`src/rtl/rob_req_arbiter_pkg.sv`:
```
// Shared types and default sizing for the ROB request arbiter.
// The struct field widths follow the defaults here, so the top parameters must match them.
package rob_req_arbiter_pkg;

  localparam int NREQ     = 4;
  localparam int AWIDTH   = 4;
  localparam int SWIDTH   = 4;
  localparam int ROB_SIZE = 128;
  localparam int TIMEOUT  = 200;
  localparam int TAGW     = $clog2(ROB_SIZE);
  localparam int SRCW     = $clog2(NREQ);

  typedef logic [TAGW-1:0] rob_tag_t;

  typedef struct packed {
    logic [AWIDTH-1:0] addr;
    logic [SWIDTH-1:0] id;
  } req_buf_t;

  // A requester-side request extended with where it came from and the ROB tag it was given.
  typedef struct packed {
    logic [AWIDTH-1:0] addr;
    logic [SWIDTH-1:0] id;
    logic [SRCW-1:0]   src;
    rob_tag_t          tag;
  } mem_req_t;

  typedef enum logic {
    ST_EMPTY  = 1'b0,
    ST_LOADED = 1'b1
  } stage_state_t;

endpackage

```
`src/rtl/rob_req_arbiter_rr_arbiter.sv`:
```
// Round-robin grant: combinational search starting after the last winner,
// with the winner pointer updated only when the grant is actually taken.
module rr_arbiter #(
  parameter int NREQ = 4,
  parameter int IDXW = $clog2(NREQ)
) (
  input  logic            clk,
  input  logic            rst_n,
  input  logic [NREQ-1:0] req,
  input  logic            grant_en,
  output logic [NREQ-1:0] grant,
  output logic [IDXW-1:0] grant_idx,
  output logic            grant_vld
);

  logic [IDXW-1:0] ptr;
  logic [IDXW-1:0] cand;

  // NREQ is a power of two, so the IDXW-bit sum wraps the search naturally.
  always_comb begin
    grant     = '0;
    grant_idx = '0;
    grant_vld = 1'b0;
    cand      = '0;
    for (int k = 1; k <= NREQ; k++) begin
      cand = ptr + IDXW'(k);
      if (!grant_vld && req[cand]) begin
        grant_vld = 1'b1;
        grant_idx = cand;
      end
    end
    if (grant_vld) grant[grant_idx] = 1'b1;
  end

  always_ff @(posedge clk or negedge rst_n) begin
    if (!rst_n) begin
      ptr <= IDXW'(NREQ - 1);
    end else if (grant_en) begin
      ptr <= grant_idx;
    end
  end

endmodule

```
`src/rtl/rob_req_arbiter.sv`:
```
// Shares one memory request port between NREQ requesters, tags each issued request
// with an in-order ROB slot, and watches for a ROB that stops retiring.
module rob_req_arbiter #(
  parameter int NREQ     = rob_req_arbiter_pkg::NREQ,
  parameter int AWIDTH   = rob_req_arbiter_pkg::AWIDTH,
  parameter int SWIDTH   = rob_req_arbiter_pkg::SWIDTH,
  parameter int ROB_SIZE = rob_req_arbiter_pkg::ROB_SIZE,
  parameter int TAGW     = $clog2(ROB_SIZE),
  parameter int TIMEOUT  = rob_req_arbiter_pkg::TIMEOUT
) (
  input  logic                     clk,
  input  logic                     rst_n,
  input  logic [NREQ-1:0]          req_val,
  input  logic [NREQ*AWIDTH-1:0]   req_addr,
  input  logic [NREQ*SWIDTH-1:0]   req_id,
  output logic [NREQ-1:0]          req_rdy,
  output logic                     mem_val,
  output logic [AWIDTH-1:0]        mem_addr,
  output logic [SWIDTH-1:0]        mem_id,
  output logic [$clog2(NREQ)-1:0]  mem_src,
  output logic [TAGW-1:0]          mem_tag,
  input  logic                     mem_rdy,
  input  logic                     ret_val,
  output logic [TAGW:0]            outstanding,
  output logic                     rob_full,
  output logic                     timeout_err,
  output logic                     underflow_err
);

  import rob_req_arbiter_pkg::*;

  localparam int IDXW = $clog2(NREQ);
  localparam int WDW  = $clog2(TIMEOUT);

  stage_state_t    state_q, state_d;
  mem_req_t        stage_q;
  req_buf_t        sel_req;
  rob_tag_t        alloc_ptr;
  logic [TAGW:0]   out_cnt;
  logic [WDW-1:0]  wd_cnt;
  logic            timeout_q, underflow_q;

  logic [NREQ-1:0] grant;
  logic [IDXW-1:0] grant_idx;
  logic            grant_vld;
  logic            stage_free, can_accept, accept, ret_ok, wd_inc;

  // The full check uses the registered count, so a same-cycle retire never unblocks an accept.
  assign stage_free = (state_q == ST_EMPTY) || mem_rdy;
  assign can_accept = stage_free && (out_cnt < (TAGW+1)'(ROB_SIZE));
  assign accept     = can_accept && grant_vld;
  assign req_rdy    = can_accept ? grant : '0;

  rr_arbiter #(
    .NREQ (NREQ)
  ) u_rr (
    .clk       (clk),
    .rst_n     (rst_n),
    .req       (req_val),
    .grant_en  (accept),
    .grant     (grant),
    .grant_idx (grant_idx),
    .grant_vld (grant_vld)
  );

  always_comb begin
    sel_req = '0;
    for (int i = 0; i < NREQ; i++) begin
      if (grant_idx == IDXW'(i)) begin
        sel_req.addr = req_addr[i*AWIDTH +: AWIDTH];
        sel_req.id   = req_id[i*SWIDTH +: SWIDTH];
      end
    end
  end

  always_comb begin
    state_d = state_q;
    case (state_q)
      ST_EMPTY:  if (accept) state_d = ST_LOADED;
      ST_LOADED: if (mem_rdy && !accept) state_d = ST_EMPTY;
    endcase
  end

  always_ff @(posedge clk or negedge rst_n) begin
    if (!rst_n) begin
      state_q   <= ST_EMPTY;
      stage_q   <= '0;
      alloc_ptr <= '0;
    end else begin
      state_q <= state_d;
      if (accept) begin
        stage_q   <= '{addr: sel_req.addr, id: sel_req.id, src: grant_idx, tag: alloc_ptr};
        alloc_ptr <= alloc_ptr + rob_tag_t'(1);
      end
    end
  end

  // A retire with nothing outstanding is dropped and only flagged.
  assign ret_ok = ret_val && (out_cnt != '0);

  always_ff @(posedge clk or negedge rst_n) begin
    if (!rst_n) begin
      out_cnt     <= '0;
      underflow_q <= 1'b0;
    end else begin
      case ({accept, ret_ok})
        2'b10:   out_cnt <= out_cnt + (TAGW+1)'(1);
        2'b01:   out_cnt <= out_cnt - (TAGW+1)'(1);
        default: out_cnt <= out_cnt;
      endcase
      if (ret_val && (out_cnt == '0)) underflow_q <= 1'b1;
    end
  end

  assign wd_inc = (out_cnt != '0) && !ret_val;

  always_ff @(posedge clk or negedge rst_n) begin
    if (!rst_n) begin
      wd_cnt    <= '0;
      timeout_q <= 1'b0;
    end else if (!wd_inc) begin
      wd_cnt <= '0;
    end else if (wd_cnt == WDW'(TIMEOUT - 1)) begin
      timeout_q <= 1'b1;
    end else begin
      wd_cnt <= wd_cnt + WDW'(1);
    end
  end

  assign mem_val       = (state_q == ST_LOADED);
  assign mem_addr      = stage_q.addr;
  assign mem_id        = stage_q.id;
  assign mem_src       = stage_q.src;
  assign mem_tag       = stage_q.tag;
  assign outstanding   = out_cnt;
  assign rob_full      = (out_cnt == (TAGW+1)'(ROB_SIZE));
  assign timeout_err   = timeout_q;
  assign underflow_err = underflow_q;

endmodule
```
`config.mk`:
```
export PLATFORM = sky130hd
export DESIGN_NAME = rob_req_arbiter
export DESIGN_NICKNAME = d
export VERILOG_FILES = /design/src/rtl/rob_req_arbiter_pkg.sv /design/src/rtl/rob_req_arbiter_rr_arbiter.sv /design/src/rtl/rob_req_arbiter.sv
export SDC_FILE = /design/constraint.sdc
export NUM_CORES = 1
export LEC_CHECK = 0
export ABC_AREA = 1
export CAP_MARGIN = 20
export CORE_ASPECT_RATIO = 1.1
export CORE_UTILIZATION = 49
export CTS_CLUSTER_SIZE = 14
export DETAILED_ROUTE_END_ITERATION = 8
export PLACE_DENSITY_LB_ADDON = 0.15
export RECOVER_POWER = 25
export SYNTH_ARGS = -nofsm -noshare
export SYNTH_HDL_FRONTEND = slang
export SYNTH_SLANG_ARGS = --single-unit
```
`constraint.sdc`:
```
create_clock -name clk -period 3.85 [get_ports clk]
set_input_delay 0.77 -clock clk [delete_from_list [all_inputs] [get_ports clk]]
set_output_delay 0.77 -clock clk [all_outputs]
set_load 0.02 [all_outputs]
```
==> flow_metrics.py <==
metrics = {
    "synthesis": {
        "avgSynthCellArea_sq_um": 7.69,
        "synth_most_common_cell": "nand2_1",
        "synth_cells": 366,
        "async_flop_share_pct": 100,
        "yosysTopAreaCellShare_pct": 38.2,
        "synth-main-ff-cell": "dfrtp_1",
        "synth_commonest_cells": "nand2_1, dfrtp_1, nor2_1",
        "seq_area_frac_synth_pct": 40.1,
        "ys_top_cells_by_area": "dfrtp_1, nand2_1, nand3_1",
        "yosys_register_bits": 45,
        "synth_warnings": 0,
        "synth-edff-count": 0,
        "ys_types": 37,
        "yosysTopAreaCell": "dfrtp_1",
        "syn_nets": 411,
        "synth_area_sq_mm": 0.00282,
    },
    "timing": {
        "setup_viol": 0,
        "final_hold_viol_count": 0,
        "holdWs_ns": 0.403,
        "fin_crit_ns": 3.64,
        "setup_ws_ns": 0.214,
        "worstMarginPinSlew_ns": 1.87,
        "period_share_pct": 94.5,
        "rsz0062_at_grt": "false",
        "slew_violations": 38,
        "fin_setup_tns_ns": 0,
        "slew-limit-headroom_pct": -25.0,
        "fmax_mhz": 275,
        "finalClockSkew_ns": 0.00758,
    },
    "power": {
        "total_power_mw": 3.69,
        "p_per_area_mw_per_mm2": 1000,
        "ir_drop_mv": 0.670,
        "leakage_nw": 1.77,
    },
    "clocking": {
        "clkLatencyLatePin_ns": 0.29,
        "clkTransAtPathRegs_ns": 0.09,
        "numCtsBuffers": 5,
        "htree_num_levels": 2,
        "tritoncts": "built",
        "cts-root-buf": "clkbuf_8",
        "hold_buffers": 0,
        "post_cts_resized": 0,
        "post_cts_buffers": 0,
        "clk_path_buf_depth": 2,
        "numClockSinks": 45,
    },
    "global_route": {
        "grt.overflow.total": 0,
        "grt_antenna_before_repair": 0,
        "grt_max_degree": 46,
        "grtUsageTotal_pct": 21.8,
        "grt_first_pass_wirelength_um": 10200,
        "grt_pass1_vias": 2394,
    },
    "floorplanning": {
        "io_pins": 73,
        "die_y_um": 81.5,
        "start_util_pct": 51.5,
        "dieArea_sq_mm": 0.00605,
        "core_area_sq_mm": 0.00547,
        "fp.dieW_um": 74.3,
        "std_cell_rows": 28,
    },
    "route": {
        "drt_iter0_markers": 96,
        "drc": 0,
        "first_pass_iters": 5,
        "ant_nets": 0,
        "vias": 2586,
        "drt-vias-per-instance": 4.98,
        "routed_wl_um": 6280,
        "wl_per_cell_um": 12.1,
    },
    "layout": {
        "layout.nets": 488,
        "finalInstanceArea_sq_mm": 0.00369,
        "num_antenna_cells": 0,
        "fin_util_pct": 67.5,
        "areaGrowthSynthToFinish_pct": 31.1,
        "drive_gt1_share_pct": 12.2,
        "fin_cells": 519,
    },
    "place": {
        "dp_cells": 510,
        "gp_congestion": 0.864,
        "pre_cts_ws_ns": 0.225,
        "dp_hpwl_um": 4790,
        "placed_area_sq_mm": 0.00360,
        "io_buffer_count": 72,
    },
    "critical_path": {
        "worstSetupPathType": "in -> out",
        "crit_fanout": 5,
        "cp-startpoint": "req_val[3]",
        "cp_common_cell": "nand2_1",
        "crit_arrival_ns": 2.87,
        "slowest_delay_ns": 0.61,
        "r2r_start": "u_rr.ptr[0]",
        "crit_buf_inv": 4,
        "required_ns": 3.08,
        "crit_path_start_kind": "input port",
        "worst_path_max_delay_cell": "clkdlybuf4s50_1",
        "cp-end-kind": "primary output",
        "cp_cell_sequence": "clkdlybuf4s50_1 -> inv_1 -> nand2_1 -> nand2_1 -> o21ai_2 -> nand3b_1 -> nand2_4 -> inv_2 -> nand2_1 -> nor2_1 -> clkdlybuf4s50_1",
        "crit_family": "buffers and inverters",
    },
    "status": {
        "outcome": "finished with violations",
        "violations": "max-capacitance violations, max-slew violations",
    },
    "hold_path": {
        "hp-class": "in -> async",
    },
    "flow_run": {
        "max_cap_viol_count": 1,
    },
}
layout make-up:
cell class	count	area (sq um)
Clock buffer	5	68.8
Clock inverter	3	17.5
Fill cell	479	1770
Inverter	31	124
Multi-Input combinational cell	282	1500
Sequential cell	45	1130
Tap cell	75	93.8
Timing Repair Buffer	78	756
layer usage:
layer  track usage, %  share of wire (%)
met5                0                  0
met4             5.47                1.0
met3             4.66                5.2
met2             39.5                 51
met1             26.1                 43
logic make-up after synthesis:
group	Yosys count	synth area share, %
xor+xnor	15	4.67
compound gates	33	6.71
simple gates	229	39.8
buf+inv	39	6.53
flops	45	40.1
fa+ha+maj	5	2.22
report_power, final:
group | total, mW | switching [mW] | leakage (nW) | internal, mW
logic | 2.53 | 1.54 | 1.17 | 0.991
registers | 0.875 | 0.187 | 0.554 | 0.688
clock network | 0.282 | 0.156 | 0.0439 | 0.125
total | 3.69 | 1.88 | 1.77 | 1.80
registers in the layout (all words and copies together), names as in the netlist:
register	flops
mem_addr	4
outstanding	8
mem_id	4
alloc_ptr	7
wd_cnt	8
u_rr.ptr	2
timeout_err	1
underflow_err	1
mem_src	2
mem_val	1
mem_tag	7
worst paths after layout:
| check | slack [ns] | end | cells after the start |
|---|---|---|---|
| hold / removal | 0.40 | outstanding[0] | 1 |
| setup reg to reg | 0.68 | outstanding[6] | 17 |
| setup / recovery | 0.21 | req_rdy[1] | 11 |
| max in group asynchronous | 1.33 | alloc_ptr[2] | 2 |
| min in group clk | 0.48 | mem_tag[1] | 2 |
| hold reg to reg | 0.48 | mem_tag[1] | 2 |
cells in the final DEF, fill, tap and decap left out, drive strengths merged, types with 6 or more instances in the layout:
cell type / Yosys / routed
nand4: 6 / 6
xor2: 7 / 7
nand3: 43 / 43
o21ai: 22 / 22
clkbuf: 1 / 7
dfrtp: 43 / 43
nand2: 124 / 124
inv: 31 / 31
a21oi: 8 / 8
xnor2: 8 / 8
clkdlybuf4s50: 0 / 71
nor2: 44 / 44
Power figures use the tool's default switching activity.
==> variant 1 (same settings) <==
Put one more register stage on the output `timeout_err`, with the module's reset. The value now appears one clock later. The other outputs are not delayed to match.
--- a/src/rtl/rob_req_arbiter.sv
+++ b/src/rtl/rob_req_arbiter.sv
@@ -136,3 +136,9 @@
   assign rob_full      = (out_cnt == (TAGW+1)'(ROB_SIZE));
-  assign timeout_err   = timeout_q;
+  always_ff @(posedge clk or negedge rst_n) begin
+    if (!rst_n) begin
+      timeout_err <= '0;
+    end else begin
+      timeout_err <= timeout_q;
+    end
+  end
   assign underflow_err = underflow_q;
Formal check against the unedited RTL: same outputs for any inputs over 10 cycles, from zero or initial values and one cycle with rst_n low; that may be too few to reach the edited logic, so the function may still have changed.
==> variant 1 against the unedited design <==
The run still ends with max-capacitance violations, max-slew violations left. Via count up 1.1%. Wire length is 3.9% higher. Synthesized area up 0.89%. Clock skew is 0.0026 ns lower. First-iteration DRC count is 14% lower. Critical path depth did not move. Cell area rose by 1.5%. Sequential cell count up 1. Power increased by 3.0%. Setup slack got worse by 0.037 ns. Non-clock buffer count grew 1. Die area rose by 0.87%.
==> variant 1: results (changes against the unedited design) <==
| Metric | Value |
|---|---|
| Outcome | finished, violations left |
| Failing checks | max-capacitance violations, max-slew violations |
| Gp weighted congestion | 0.829 (-4.1%) |
| Max-slew violations | 36 (-5.3%) |
| Total Routing Usage GR | 22.6% (+0.83 points) |
| Largest net degree at the start of global routing | 47 (+2.2%) |
| Post-Route Skew | 0.00493 ns (-0.00264 ns) |
| Share of cells above drive strength 1 | 12.1% (-0.055 points) |
| Worst EP arrival | 2.90 ns (+0.03 ns) |
| Synth top area cells | dfrtp_1, nand2_1, nand3_1, nor2_1, inv_1 |
| Via density | 5.02 (+0.73%) |
| CP max FO | 5 (unchanged) |
| Distinct cells, synth | 37 (unchanged) |
| Vias in the first global route | 2,504 (+4.6%) |
| M1 WL | 2780 µm (+3.6%) |
| Commonest cells post-synth | nand2_1, dfrtp_1, nor2_1, nand3_1, inv_1 |
| DR iter-0 viols | 83 (-14%) |
| Mapped Nets | 412 (+0.24%) |
| Final hold slack | 0.379 ns (-0.0236 ns) |
| Clk_lat worst skew | 0.31 ns (+0.02 ns) |
| Slew margin rel. | -20.6% (+4.4 points) |
| Post-DP HPWL | 4930 µm (+3.0%) |
| HP Class | flip-flop to flip-flop |
| Nets | 490 (+0.41%) |
| CTS buffer count | 5 (unchanged) |
| Reg2Reg Depth | 17 (unchanged) |
| Global-route wire length before repair | 10,500 µm (+3.2%) |
| DR WL/cell | 12.5 µm (+3.5%) |
| Hold path start | timeout_q$_DFFE_PN0P_ |
| Cts repair resizes | 0 (unchanged) |
| Reg2Reg Capture Point | outstanding[6]$_DFFE_PN0P_ |
| Max cap viols | 1 (unchanged) |
| R2R setup slack | 0.71 ns (+0.03 ns) |
| # fillers | 500 (+4.4%) |
| Maximum vdd drop | 648 µV (-3.4%) |
| Metal2 WL | 3290 µm (+2.9%) |
| Yosys warns | 0 (unchanged) |
| Min cycle time layout | 3.67 ns (+0.0366 ns) |
| Register area share after synthesis | 40.6% (+0.53 points) |
| R2R Path Start | u_rr.ptr[0]$_DFFE_PN1P_ |
| Met3 wire len | 325 µm (-0.31%) |
| Pleak | 1.79 nW (+1.4%) |
[variant 1: changes by cell type after synthesis]
cell	delta
dfrtp_1	+1
[variant 1: power by group]
part | switching (mW) | internal (mW) | leakage (nW)
sequential | 0.186 | 0.699 | 0.566
combinational | 1.54 | 1.01 | 1.17
clock | 0.169 | 0.194 | 0.0514
total | 1.90 | 1.90 | 1.79
[variant 1: kinds of logic after synthesis]
group                      count (synthesis)  share of synthesized area (%)
and+or+nand+nor                          229                           39.4
DFF                                       46                           40.6
buffers and inverters                     39                           6.48
AOI/OAI and AO/OA                         33                           6.65
xor gates and xnor gates                  15                           4.63
adders and majority gates                  5                           2.20
[variant 1: worst max-delay path: stages]
cell	delay, ns
clkdlybuf4s50_1	0.50
inv_1	0.05
nand2_1	0.07
nand2_1	0.08
o21ai_2	0.21
nand3b_1	0.21
nand2_4	0.10
inv_2	0.08
nand2_1	0.10
nor2_1	0.11
clkdlybuf4s50_1	0.60
[variant 1: final cells by class]
cell class	instances	area (µm²)	area share (%)
clock buffer	6	72.6	1.94
timing repair buffer	79	763	20.4
inverter	31	124	3.31
multi-input combinational	282	1500	40.1
clock inverter	2	37.5	1.00
tap	75	93.8	2.50
sequential	46	1150	30.8
[variant 1: layer usage]
metal,vias up,global-route usage [%]
li1,1339,-
met2,52,42.0
met5,-,0
met3,10,4.91
met1,1214,24.8
met4,0,8.68
[variant 1: worst max-delay path by stage]
stage                     startpoint                    endpoint  slack, ns
after global placement    req_val[3]                  req_rdy[1]       0.23
after detailed placement  req_val[3]                  req_rdy[2]       0.19
after global routing      req_val[3]                  req_rdy[1]       0.04
final                     req_val[3]                  req_rdy[3]       0.18
after CTS                 req_val[3]                  req_rdy[2]       0.19
after floorplan           req_val[3]  outstanding[6]$_DFFE_PN0P_       0.60
[variant 1: through the flow]
stage / util (%) / area, µm² / instances / power [mW] / worst slack (ns)
2_1_floorplan: - / 2840 / 367 / 2.71 / 0.603
3_3_place_gp: 66.5 / 3630 / 512 / 3.39 / 0.227
3_5_place_dp: 66.5 / 3630 / 512 / 3.46 / 0.192
4_1_cts: 68.5 / 3740 / 520 / 3.83 / 0.187
5_1_grt: 68.6 / 3750 / 521 / 4.14 / 0.0412
6_report: 68.6 / 3750 / 521 / 3.80 / 0.177
==> variant 2 (same flow settings) <==
Without the edit above. Set the package constant `AWIDTH` to 5 (it was 4).
--- a/src/rtl/rob_req_arbiter_pkg.sv
+++ b/src/rtl/rob_req_arbiter_pkg.sv
@@ -5,3 +5,3 @@
   localparam int NREQ     = 4;
-  localparam int AWIDTH   = 4;
+  localparam int AWIDTH   = 5;
   localparam int SWIDTH   = 4;
Ports: changed (resized mem_addr and req_addr); port bits go from 73 to 78. The function was not compared with the original's and may differ.
==> variant 2 against the unedited design <==
Sequential cell count grew 1. Synthesized area grew 0.58%. The flow still finishes with violations (max-capacitance violations, max-slew violations). Via count grew 5.1%. Wire length grew 5.8%. Largest power group unchanged. Cell area grew 1.7%. Power grew 3.2%. Setup slack lost 0.010 ns. Die area grew 0.57%. Utilization grew 1.1 points. Clock skew is essentially flat.
==> variant 2: results (changes against the unedited design) <==
| Metric | Value |
|---|---|
| Total Routing Usage GR | 24.4% (+2.6 points) |
| Synth top area cells | dfrtp_1, nand2_1, nand3_1, nor2_1, inv_1 |
| Worst EP arrival | 2.88 ns (about the same) |
| Max cap viols | 1 (unchanged) |
| Nets | 511 (+4.7%) |
| Post-DP HPWL | 5060 µm (+5.6%) |
| # fillers | 469 (-2.1%) |
| Slew margin rel. | -46.1% (-21 points) |
| DR iter-0 viols | 154 (+60%) |
| Global-route wire length before repair | 11,400 µm (+12%) |
| Number of buffers added on ports | 77 (+6.9%) |
| Clk_lat worst skew | 0.31 ns (+0.02 ns) |
| Vias in the first global route | 2,600 (+8.6%) |
| Worst path max stage delay | 0.64 ns (+0.03 ns) |
| Outcome | finished, violations left |
| TritonRoute pass-1 iters | 4 (-1) |
| DR WL/cell | 12.3 µm (+2.1%) |
| Mapped Nets | 431 (+4.9%) |
| Failing checks | max-capacitance violations, max-slew violations |
| Commonest cells post-synth | nand2_1, dfrtp_1, nor2_1, nand3_1, inv_1 |
| Register area share after synthesis | 40.7% (+0.65 points) |
| Net Switching | 1.95 mW (+3.7%) |
| Post-Route Skew | 0.00733 ns (-0.000245 ns) |
| Via density | 5.05 (+1.4%) |
| Max-slew violations | 43 (+13%) |
| CP max FO | 14 (+9) |
| Proportion of netlist area held by the largest area contributor | 38.9% (+0.66 points) |
| Largest net degree at the start of global routing | 47 (+2.2%) |
| Gp weighted congestion | 0.855 (-1.1%) |
| Pleak | 1.80 nW (+1.7%) |
[variant 2: cell families after synthesis]
kind of cell | Yosys count | synth area share (%)
flip-flops | 46 | 40.7
XOR/XNOR | 14 | 4.33
buffers and inverters | 46 | 7.87
AO/OA/AOI/OAI | 28 | 5.21
AND/OR/NAND/NOR | 243 | 39.6
adder cells (fa/ha/maj) | 5 | 2.21
[variant 2: through the flow]
step                area [µm²]  instances  setup slack (ns)
floorplan                 2830        382             0.580
global placement          3660        529             0.209
detailed placement        3660        529             0.191
CTS                       3750        537             0.190
global route              3750        538            0.0233
finish                    3750        538             0.203
[variant 2: metal layers]
layer  routed length, µm  part of all wire [%]  global-route usage [%]  up-vias
met3                 436                   6.6                    6.38        6
met4                  69                   1.0                    6.04        0
met2                3260                    49                    41.4       93
met5                   0                     0                       0        -
li1                    -                     -                       -     1385
met1                2880                    43                    30.9     1233
[variant 2: power by group through the flow]
| stage | logic (mW) | registers, mW | clock network (mW) |
|---|---|---|---|
| floorplan | 1.74 | 1.02 | 0 |
| global placement | 2.58 | 0.890 | 0 |
| detailed placement | 2.62 | 0.893 | 0 |
| CTS | 2.63 | 0.885 | 0.311 |
| global route | 2.93 | 0.913 | 0.333 |
| finish | 2.62 | 0.883 | 0.304 |
[variant 2: final timing paths]
check	start	endpoint	slack, ns	depth (start not counted)
max in group asynchronous	rst_n	mem_src[1]$_DFFE_PN0P_	1.21	2
min	rst_n	outstanding[6]$_DFFE_PN0P_	0.30	1
max	req_val[0]	req_rdy[0]	0.20	12
max reg2reg	u_rr.ptr[0]$_DFFE_PN1P_	outstanding[6]$_DFFE_PN0P_	0.75	20
min reg2reg	alloc_ptr[6]$_DFFE_PN0P_	alloc_ptr[6]$_DFFE_PN0P_	0.48	2
min in group clk	alloc_ptr[6]$_DFFE_PN0P_	alloc_ptr[6]$_DFFE_PN0P_	0.48	2
[variant 2: final cells by class]
| cell class | count | area, µm² | share of cell area [%] |
|---|---|---|---|
| Tap cell | 75 | 93.8 | 2.50 |
| Multi-Input combinational cell | 290 | 1460 | 38.8 |
| Timing Repair Buffer | 85 | 821 | 21.9 |
| Clock inverter | 3 | 21.3 | 0.567 |
| Clock buffer | 5 | 68.8 | 1.83 |
| Sequential cell | 46 | 1150 | 30.7 |
| Inverter | 34 | 140 | 3.73 |
[variant 2: worst register-to-register path: cells and delay by family, from the launching register on]
family / cells / cell delay (ns)
and+or+nand+nor: 14 / 1.44
DFF: 1 / 0.64
buffers and inverters: 3 / 0.36
adders and majority gates: 1 / 0.30
AOI/OAI and AO/OA: 2 / 0.29
